<file path="src/rtl/btb_pkg.sv">
// Shared types and helpers for the BTB resolution-side update path.
package btb_pkg;
    localparam int BTB_INDEX_BITS = 6;
    localparam int BTB_XLEN       = 32;

    // One pending BTB write, ordered to match the BTB update port
    typedef struct packed {
        logic [BTB_XLEN-1:0] pc;
        logic [BTB_XLEN-1:0] target;
        logic                taken;
    } btb_upd_t;

    // Fall-through wraps modulo 2^XLEN
    function automatic logic [BTB_XLEN-1:0] calc_redirect(
        input logic                taken,
        input logic [BTB_XLEN-1:0] pc,
        input logic [BTB_XLEN-1:0] target
    );
        return taken ? target : pc + BTB_XLEN'(4);
    endfunction
endpackage

</file>
<file path="src/rtl/btb_upd_fifo.sv">
// DEPTH-entry FIFO of BTB writes; head visible combinationally, zero when empty.
// Push into a full FIFO is dropped unless a pop happens in the same cycle.
module btb_upd_fifo
    import btb_pkg::*;
#(
    parameter int DEPTH = 4
) (
    input  logic     clk,
    input  logic     rst_n,
    input  logic     push_i,
    input  logic     pop_i,
    input  btb_upd_t din_i,
    output btb_upd_t dout_o,
    output logic     full_o,
    output logic     empty_o,
    output logic     drop_o
);
    localparam int AW = $clog2(DEPTH);

    logic [AW-1:0] wr_q, rd_q;
    logic [AW:0]   cnt_q, cnt_d;
    btb_upd_t      mem_q [DEPTH];
    logic          push_ok, pop_ok;

    assign full_o  = (cnt_q == (AW+1)'(DEPTH));
    assign empty_o = (cnt_q == '0);
    assign pop_ok  = pop_i & ~empty_o;
    assign push_ok = push_i & (~full_o | pop_ok);
    assign drop_o  = push_i & ~push_ok;
    assign dout_o  = empty_o ? '0 : mem_q[rd_q];

    always_comb begin
        cnt_d = cnt_q;
        if (push_ok && !pop_ok)
            cnt_d = cnt_q + (AW+1)'(1);
        else if (pop_ok && !push_ok)
            cnt_d = cnt_q - (AW+1)'(1);
    end

    always_ff @(posedge clk or negedge rst_n) begin
        if (!rst_n) begin
            wr_q  <= '0;
            rd_q  <= '0;
            cnt_q <= '0;
            for (int i = 0; i < DEPTH; i++)
                mem_q[i] <= '0;
        end else begin
            cnt_q <= cnt_d;
            if (push_ok) begin
                mem_q[wr_q] <= din_i;
                wr_q        <= wr_q + AW'(1);
            end
            if (pop_ok)
                rd_q <= rd_q + AW'(1);
        end
    end
endmodule

</file>
<file path="src/rtl/btb_update_ctrl.sv">
// EX-stage BTB writer: registered flush/redirect on mispredict, FIFO-buffered BTB updates.
// Optional counters enabled by BTB_UPDATE_STATS_EN; hold stalls draining, full FIFO drops new writes.
module btb_update_ctrl
    import btb_pkg::*;
#(
    parameter int DEPTH = 4,
    parameter int XLEN  = 32
) (
    input  logic            clk,
    input  logic            rst_n,
    input  logic            ex_valid,
    input  logic            ex_is_branch,
    input  logic [XLEN-1:0] ex_pc,
    input  logic            ex_pred_hit,
    input  logic [XLEN-1:0] ex_pred_target,
    input  logic            ex_actual_taken,
    input  logic [XLEN-1:0] ex_actual_target,
    input  logic            hold,
    output logic            flush,
    output logic [XLEN-1:0] redirect_pc,
    output logic            upd_en,
    output logic [XLEN-1:0] upd_pc,
    output logic [XLEN-1:0] upd_target,
    output logic            upd_taken,
    output logic            fifo_full
`ifdef BTB_UPDATE_STATS_EN
    ,
    output logic [31:0]     stat_branches,
    output logic [31:0]     stat_mispredicts,
    output logic [31:0]     stat_drops
`endif
);
    logic            res, mispred, enq;
    logic            flush_q, flush_d, shadow_q;
    logic [XLEN-1:0] redirect_q, redirect_d;
    logic            fifo_empty, fifo_drop;
    btb_upd_t        enq_entry, head;

    // The instruction in EX while flush is high is already wrong-path
    assign res     = ex_valid & ex_is_branch & ~shadow_q;
    assign mispred = (ex_pred_hit != ex_actual_taken) |
                     (ex_pred_hit & ex_actual_taken & (ex_pred_target != ex_actual_target));
    assign enq     = res & (ex_actual_taken | ex_pred_hit);

    assign flush_d    = res & mispred;
    assign redirect_d = flush_d ? calc_redirect(ex_actual_taken, ex_pc, ex_actual_target) : '0;

    always_ff @(posedge clk or negedge rst_n) begin
        if (!rst_n) begin
            flush_q    <= 1'b0;
            shadow_q   <= 1'b0;
            redirect_q <= '0;
        end else begin
            flush_q    <= flush_d;
            shadow_q   <= flush_d;
            redirect_q <= redirect_d;
        end
    end

    assign flush       = flush_q;
    assign redirect_pc = redirect_q;

    assign enq_entry = '{pc: ex_pc, target: ex_actual_target, taken: ex_actual_taken};

    btb_upd_fifo #(.DEPTH(DEPTH)) u_fifo (
        .clk     (clk),
        .rst_n   (rst_n),
        .push_i  (enq),
        .pop_i   (upd_en),
        .din_i   (enq_entry),
        .dout_o  (head),
        .full_o  (fifo_full),
        .empty_o (fifo_empty),
        .drop_o  (fifo_drop)
    );

    assign upd_en     = ~fifo_empty & ~hold;
    assign upd_pc     = head.pc;
    assign upd_target = head.target;
    assign upd_taken  = head.taken;

`ifdef BTB_UPDATE_STATS_EN
    logic [31:0] br_q, mp_q, dr_q;

    // Saturating event counters
    always_ff @(posedge clk or negedge rst_n) begin
        if (!rst_n) begin
            br_q <= '0;
            mp_q <= '0;
            dr_q <= '0;
        end else begin
            if (res && br_q != '1)
                br_q <= br_q + 32'd1;
            if (flush_d && mp_q != '1)
                mp_q <= mp_q + 32'd1;
            if (fifo_drop && dr_q != '1)
                dr_q <= dr_q + 32'd1;
        end
    end

    assign stat_branches    = br_q;
    assign stat_mispredicts = mp_q;
    assign stat_drops       = dr_q;
`endif
endmodule

</file>
<file path="config.mk">
export PLATFORM = sky130hd
export DESIGN_NAME = btb_update_ctrl
export DESIGN_NICKNAME = d
export VERILOG_FILES = /design/src/rtl/btb_pkg.sv /design/src/rtl/btb_upd_fifo.sv /design/src/rtl/btb_update_ctrl.sv
export SDC_FILE = /design/constraint.sdc
export NUM_CORES = 1
export LEC_CHECK = 0
export BUFFER_PORTS_ARGS = -buffer_cell sky130_fd_sc_hd__buf_4
export CORE_MARGIN = 8
export CORE_UTILIZATION = 45
export CTS_CLUSTER_DIAMETER = 120
export DETAILED_ROUTE_END_ITERATION = 10
export PLACE_DENSITY = 0.76
export REMOVE_ABC_BUFFERS = 1
export SLEW_MARGIN = 20
export SYNTH_ARGS = -nofsm -noshare
export SYNTH_HDL_FRONTEND = slang
export SYNTH_HIERARCHICAL = 1
export SYNTH_SLANG_ARGS = --single-unit
</file>
<file path="constraint.sdc">
create_clock -name clk -period 3.6 [get_ports clk]
set_input_delay 0.72 -clock clk [delete_from_list [all_inputs] [get_ports clk]]
set_output_delay 0.72 -clock clk [all_outputs]
set_load 0.05 [all_outputs]
</file>
Yosys cells after proc, flatten, opt, wreduce, memory -nomap -nowiden
Index checks and enable logic that the tools add are counted.
{"block": "word_totals", "reg_bits": 300, "latch_bits": 0, "ram_bits": 0, "rom_bits": 0, "input_bits": 103, "output_inout_bits": 100, "wordCells": 64, "n_memories": 0}
{"block": "classes", "addsub": 5, "mul": 0, "div": 0, "n_lt_le_gt_ge": 3, "n_eq_ne": 3, "shifts": 0, "mux": 11, "n_bitwise": 18, "reduce_logical": 7}
{"cell": "$bwmux W260", "count": 1}
{"cell": "$mux W65", "count": 4}
{"cell": "$bmux W65 S2", "count": 1}
{"cell": "$demux W65 S2", "count": 1}
{"cell": "$mux W32", "count": 2}
{"cell": "$add A32 B3 Y32 const B", "count": 1}
{"cell": "$ne A32 B32 Y1", "count": 1}
{"cell": "$and A1 B1 Y1", "count": 9}
{"cell": "$ge A3 B3 Y1 const B", "count": 2}
{"cell": "$mux W3", "count": 2}
{"cell": "$not A2 Y3", "count": 2}
{"cell": "$add A2 B1 Y2 const B", "count": 2}
{"cell": "$not A1 Y1", "count": 4}
{"cell": "$add A3 B1 Y3 const B", "count": 1}
{"cell": "$eq A3 B3 Y1 const B", "count": 1}
{"cell": "$logic_and A1 B1 Y1", "count": 3}
{"cell": "$logic_not A3 Y1", "count": 1}
{"cell": "$lt A3 B1 Y1 const B", "count": 1}
{"cell": "$or A1 B1 Y1", "count": 3}
{"cell": "$sub A3 B1 Y3 const B", "count": 1}
{"cell": "$logic_not A1 Y1", "count": 2}
{"cell": "$reduce_bool A2 Y1", "count": 1}
{"cell": "$ne A1 B1 Y1", "count": 1}

Logic depth before layout (Yosys ltp)
{"block": "depth", "ltp_word": 10, "depth_mapped": 12, "depth_no_buf": 11}

Hierarchy
The synthesis kept the hierarchy.
{"module": "btb_upd_fifo", "n_inst": 1, "cells_per_inst": 741, "area_each_um2": 12140.4}
{"module": "btb_update_ctrl", "n_inst": 1, "cells_per_inst": 292, "area_each_um2": 2578.7}

Least setup slack after synthesis
Ideal clock, no wire load.
{"block": "synth_path", "path_kind": "register to register", "startpoint": "reg u_fifo.cnt_q[0]", "endpoint": "reg u_fifo.cnt_q[2]", "arrival_ns": 3.107, "required_ns": 3.521, "slack_ns": 0.414, "stages_incl_launch_ff": 13, "path_buffers": 1, "synth_period_minus_slack_ns": 3.186, "cell_sequence": "dfrtp_1 -> or3_1 -> clkbuf_1 -> inv_1 -> nor2_1 -> nor4b_4 -> nor2b_1 -> ha_1 -> inv_1 -> fa_1 -> xor2_1 -> nor2_1 -> xor2_1"}
{"block": "synth_via", "elab_chain_cells": 9, "elab_cells_between_ends": 17, "classes_between": "add/sub: 2; eq/ne: 1; mux: 2; bitwise: 6; reduce/logical: 6"}
{"element": "start, declared", "line": "btb_upd_fifo.sv:21", "text": "logic [AW:0] cnt_q, cnt_d;"}
{"element": "start signal, assigned", "line": "btb_upd_fifo.sv:48", "text": "cnt_q <= cnt_d;"}
{"element": "$logic_not A3 Y1 *", "line": "btb_upd_fifo.sv:26", "text": "assign empty_o = (cnt_q == '0);"}
{"element": "via fifo_empty", "line": "btb_update_ctrl.sv:36", "text": "logic fifo_empty, fifo_drop;"}
{"element": "$not A1 Y1 *", "line": "btb_update_ctrl.sv:77", "text": "assign upd_en = ~fifo_empty & ~hold;"}
{"element": "$and A1 B1 Y1 *", "line": "btb_update_ctrl.sv:77"}
{"element": "via upd_en", "line": "btb_update_ctrl.sv:21", "text": "output logic upd_en,"}
{"element": "$and A1 B1 Y1 *", "line": "btb_upd_fifo.sv:27", "text": "assign pop_ok = pop_i & ~empty_o;"}
{"element": "$or A1 B1 Y1 *", "line": "btb_upd_fifo.sv:28", "text": "assign push_ok = push_i & (~full_o | pop_ok);"}
{"element": "$and A1 B1 Y1 *", "line": "btb_upd_fifo.sv:28"}
{"element": "via u_fifo.push_ok", "line": "btb_upd_fifo.sv:23", "text": "logic push_ok, pop_ok;"}
{"element": "$logic_not A1 Y1", "line": "btb_upd_fifo.sv:36", "text": "else if (pop_ok && !push_ok)"}
{"element": "$logic_and A1 B1 Y1", "line": "btb_upd_fifo.sv:36"}
{"element": "$reduce_bool A2 Y1 (no line)"}
The timed path passes the listed nets; every way through them passes the cells marked *. The select of a mux whose other input is x is not followed.
A chain may end at the register's enable or synchronous reset.

Final worst setup path
{"block": "layout_path", "startpoint": "reg u_fifo.rd_q[0]", "endpoint": "out upd_target[20]"}
{"block": "layout_via", "elab_chain_cells": 5}
{"element": "start, declared", "line": "btb_upd_fifo.sv:20", "text": "logic [AW-1:0] wr_q, rd_q;"}
{"element": "start signal, assigned", "line": "btb_upd_fifo.sv:54", "text": "rd_q <= rd_q + AW'(1);"}
{"element": "$not A2 Y3 (not written as such)", "line": "btb_upd_fifo.sv:30", "text": "assign dout_o = empty_o ? '0 : mem_q[rd_q];"}
{"element": "$bmux W65 S2", "line": "btb_upd_fifo.sv:30"}
{"element": "$mux W65 (not written as such) (2 in a row)", "line": "btb_upd_fifo.sv:30"}
{"element": "$mux W65", "line": "btb_upd_fifo.sv:30"}
{"element": "end, declared", "line": "btb_update_ctrl.sv:23", "text": "output logic [XLEN-1:0] upd_target,"}
Every way passes these cells. The select of a mux whose other input is x is not followed.

==> results_dict.tcl <==
set metrics [dict create \
    fp.dieArea_um2 38700 \
    core-area_um2 32400 \
    areaGrowthSynthToFinish_pct 19.8 \
    hold_path_class "input pin to async pin" \
    core.rowCount 66 \
    holdWs_ns 0.146 \
    tightest_slew_ns 0.781 \
    dr.pass1.iters 4 \
    wl_um 39300 \
    finalPower_mw 17.7 \
    cts_sinks 300 \
    drv_slew 0 \
    grt_overflow 0 \
    cts_tree "done" \
    fillers 2719 \
    worstSetupPathType "flip-flop to output port" \
    num-nets-final 1332 \
    cts-root-buf "clkbuf_16" \
    drive_gt1_share_pct 49.4 \
    worstSetupEndpointType "output port" \
    portBuffers 202 \
    status "finished, final reports clean" \
    fmax_ghz 0.317 \
    wire_per_inst_um 23.3 \
    holdBufCountCts 0 \
    rsz0062_at_grt "false" \
    place.gp.congestion 0.800 \
    irDropWorstVdd_mv 0.791 \
    critPathRequiredTime_ns 2.88 \
    grtUsageTotal_pct 20.3 \
    vias 9440 \
    post_cts_buffers 0 \
    arrival_ns 2.44 \
    powerDensity_nw_per_um2 1000 \
    p_leak_nw 7.67 \
    avgViaCountPerCell 5.60 \
    diodes 0 \
    syn_area_per_cell_um2 14.3 \
    cts_resized 0 \
    syn_area_um2 14700 \
    dieHeight_um 197 \
    drv_cap 0 \
    setup_violations 0 \
    yosys_warnings 6 \
    grt_max_degree 97 \
    grt_pass1_wl_um 61400 \
    clockBufferDepth 3 \
    dp_hpwl_um 27100 \
    hold_viol_final 0 \
    min_period_over_period_pct 87.7 \
    syn_inst 1032 \
    clk_pin_slew_ns 0.06 \
    drt_drc_violations_left 0 \
    chipWidth_um 197 \
    final_cells 1685 \
    pin_count 203 \
    relSlewSlack_pct 47.9 \
    dp_cells 1629 \
    antenna_found_initial 2 \
    clkLatencyLatePin_ns 0.56 \
    htree_levels 1 \
    dr.first_iter.drc_count 608 \
    clock_skew_ns 0.0115 \
    path_max_fanout 31 \
    cts_buffers 31 \
    initial_core_util_pct 45.4 \
    period_minus_slack_ns 3.16 \
    cp-start-kind "flip-flop" \
    grt_pass1_vias 10206 \
    detail-route-antenna-nets 0 \
]
## state kept, by name (all words and copies together), names as in the netlist
register      count
redirect_pc      32
u_fifo/wr_q       2
u_fifo/mem_q    260
shadow_q          1
u_fifo/cnt_q      3
u_fifo/rd_q       2
## routing by layer
layer	global-route usage (%)	routed length (um)	vias up
met2	32.9	18600	277
met4	5.41	1070	4
met5	0	27	-
met1	27.1	17100	4920
li1	-	-	4178
met3	4.72	2510	61
## path summary, 6_finish.rpt
check | from | endpoint | slack [ns] | depth (start not counted)
min reg2reg | u_fifo/mem_q[89] | u_fifo/mem_q[89] | 0.50 | 1
max reg2reg | u_fifo/cnt_q[1] | u_fifo/cnt_q[1] | 0.57 | 9
min | rst_n | u_fifo/mem_q[163] | 0.15 | 1
max in group asynchronous | rst_n | u_fifo/mem_q[247] | 2.39 | 2
max | u_fifo/rd_q[0] | upd_target[20] | 0.44 | 4
min in group clk | ex_pc[1] | u_fifo/mem_q[164] | 0.43 | 2
## report_power, final
part           internal, mW  switching (mW)
logic                  3.90            4.90
clock network          1.87            1.30
registers              4.88           0.833
## worst max-delay path: stages (launching register included)
cell	delay (ns)
dfrtp_4	0.60
buf_12	0.32
mux4_2	0.53
and2_1	0.20
buf_4	0.20
## area by class of cell
cell class	instances	area [um^2]	area share [%]
flip-flops and latches	300	7510	42.6
multi-input cells	647	6720	38.1
clock inverters	9	110	0.625
inverters	12	45.0	0.256
clock buffers	47	906	5.14
repair buffers	228	1780	10.1
well taps	442	553	3.14
## stage by stage
step	setup TNS, ns	setup WS, ns	cell area (um^2)	utilization, %
6_report	0	0.442	17600	54.5
3_5_place_dp	0	0.588	16600	51.3
3_3_place_gp	0	0.655	16600	51.3
5_1_grt	0	0.330	17600	54.5
2_1_floorplan	-572.43	-2.02	14200	-
4_1_cts	0	0.378	17600	54.5
## layout by cell type, fill, tap and decap left out, types with 10 or more instances in the layout
cell / count
mux2_2: 262
nand2_1: 16
nor4_1: 18
xnor2_1: 10
o31ai_1: 11
inv_1: 11
xor2_1: 39
buf_4: 222
nor2_1: 14
nand2b_1: 10
a211oi_1: 31
dfrtp_1: 298
nand3_1: 11
clkbuf_16: 31
and2_1: 68
mux4_2: 65
mux2i_1: 11
No activity file was read; power rests on OpenSTA's default activity.
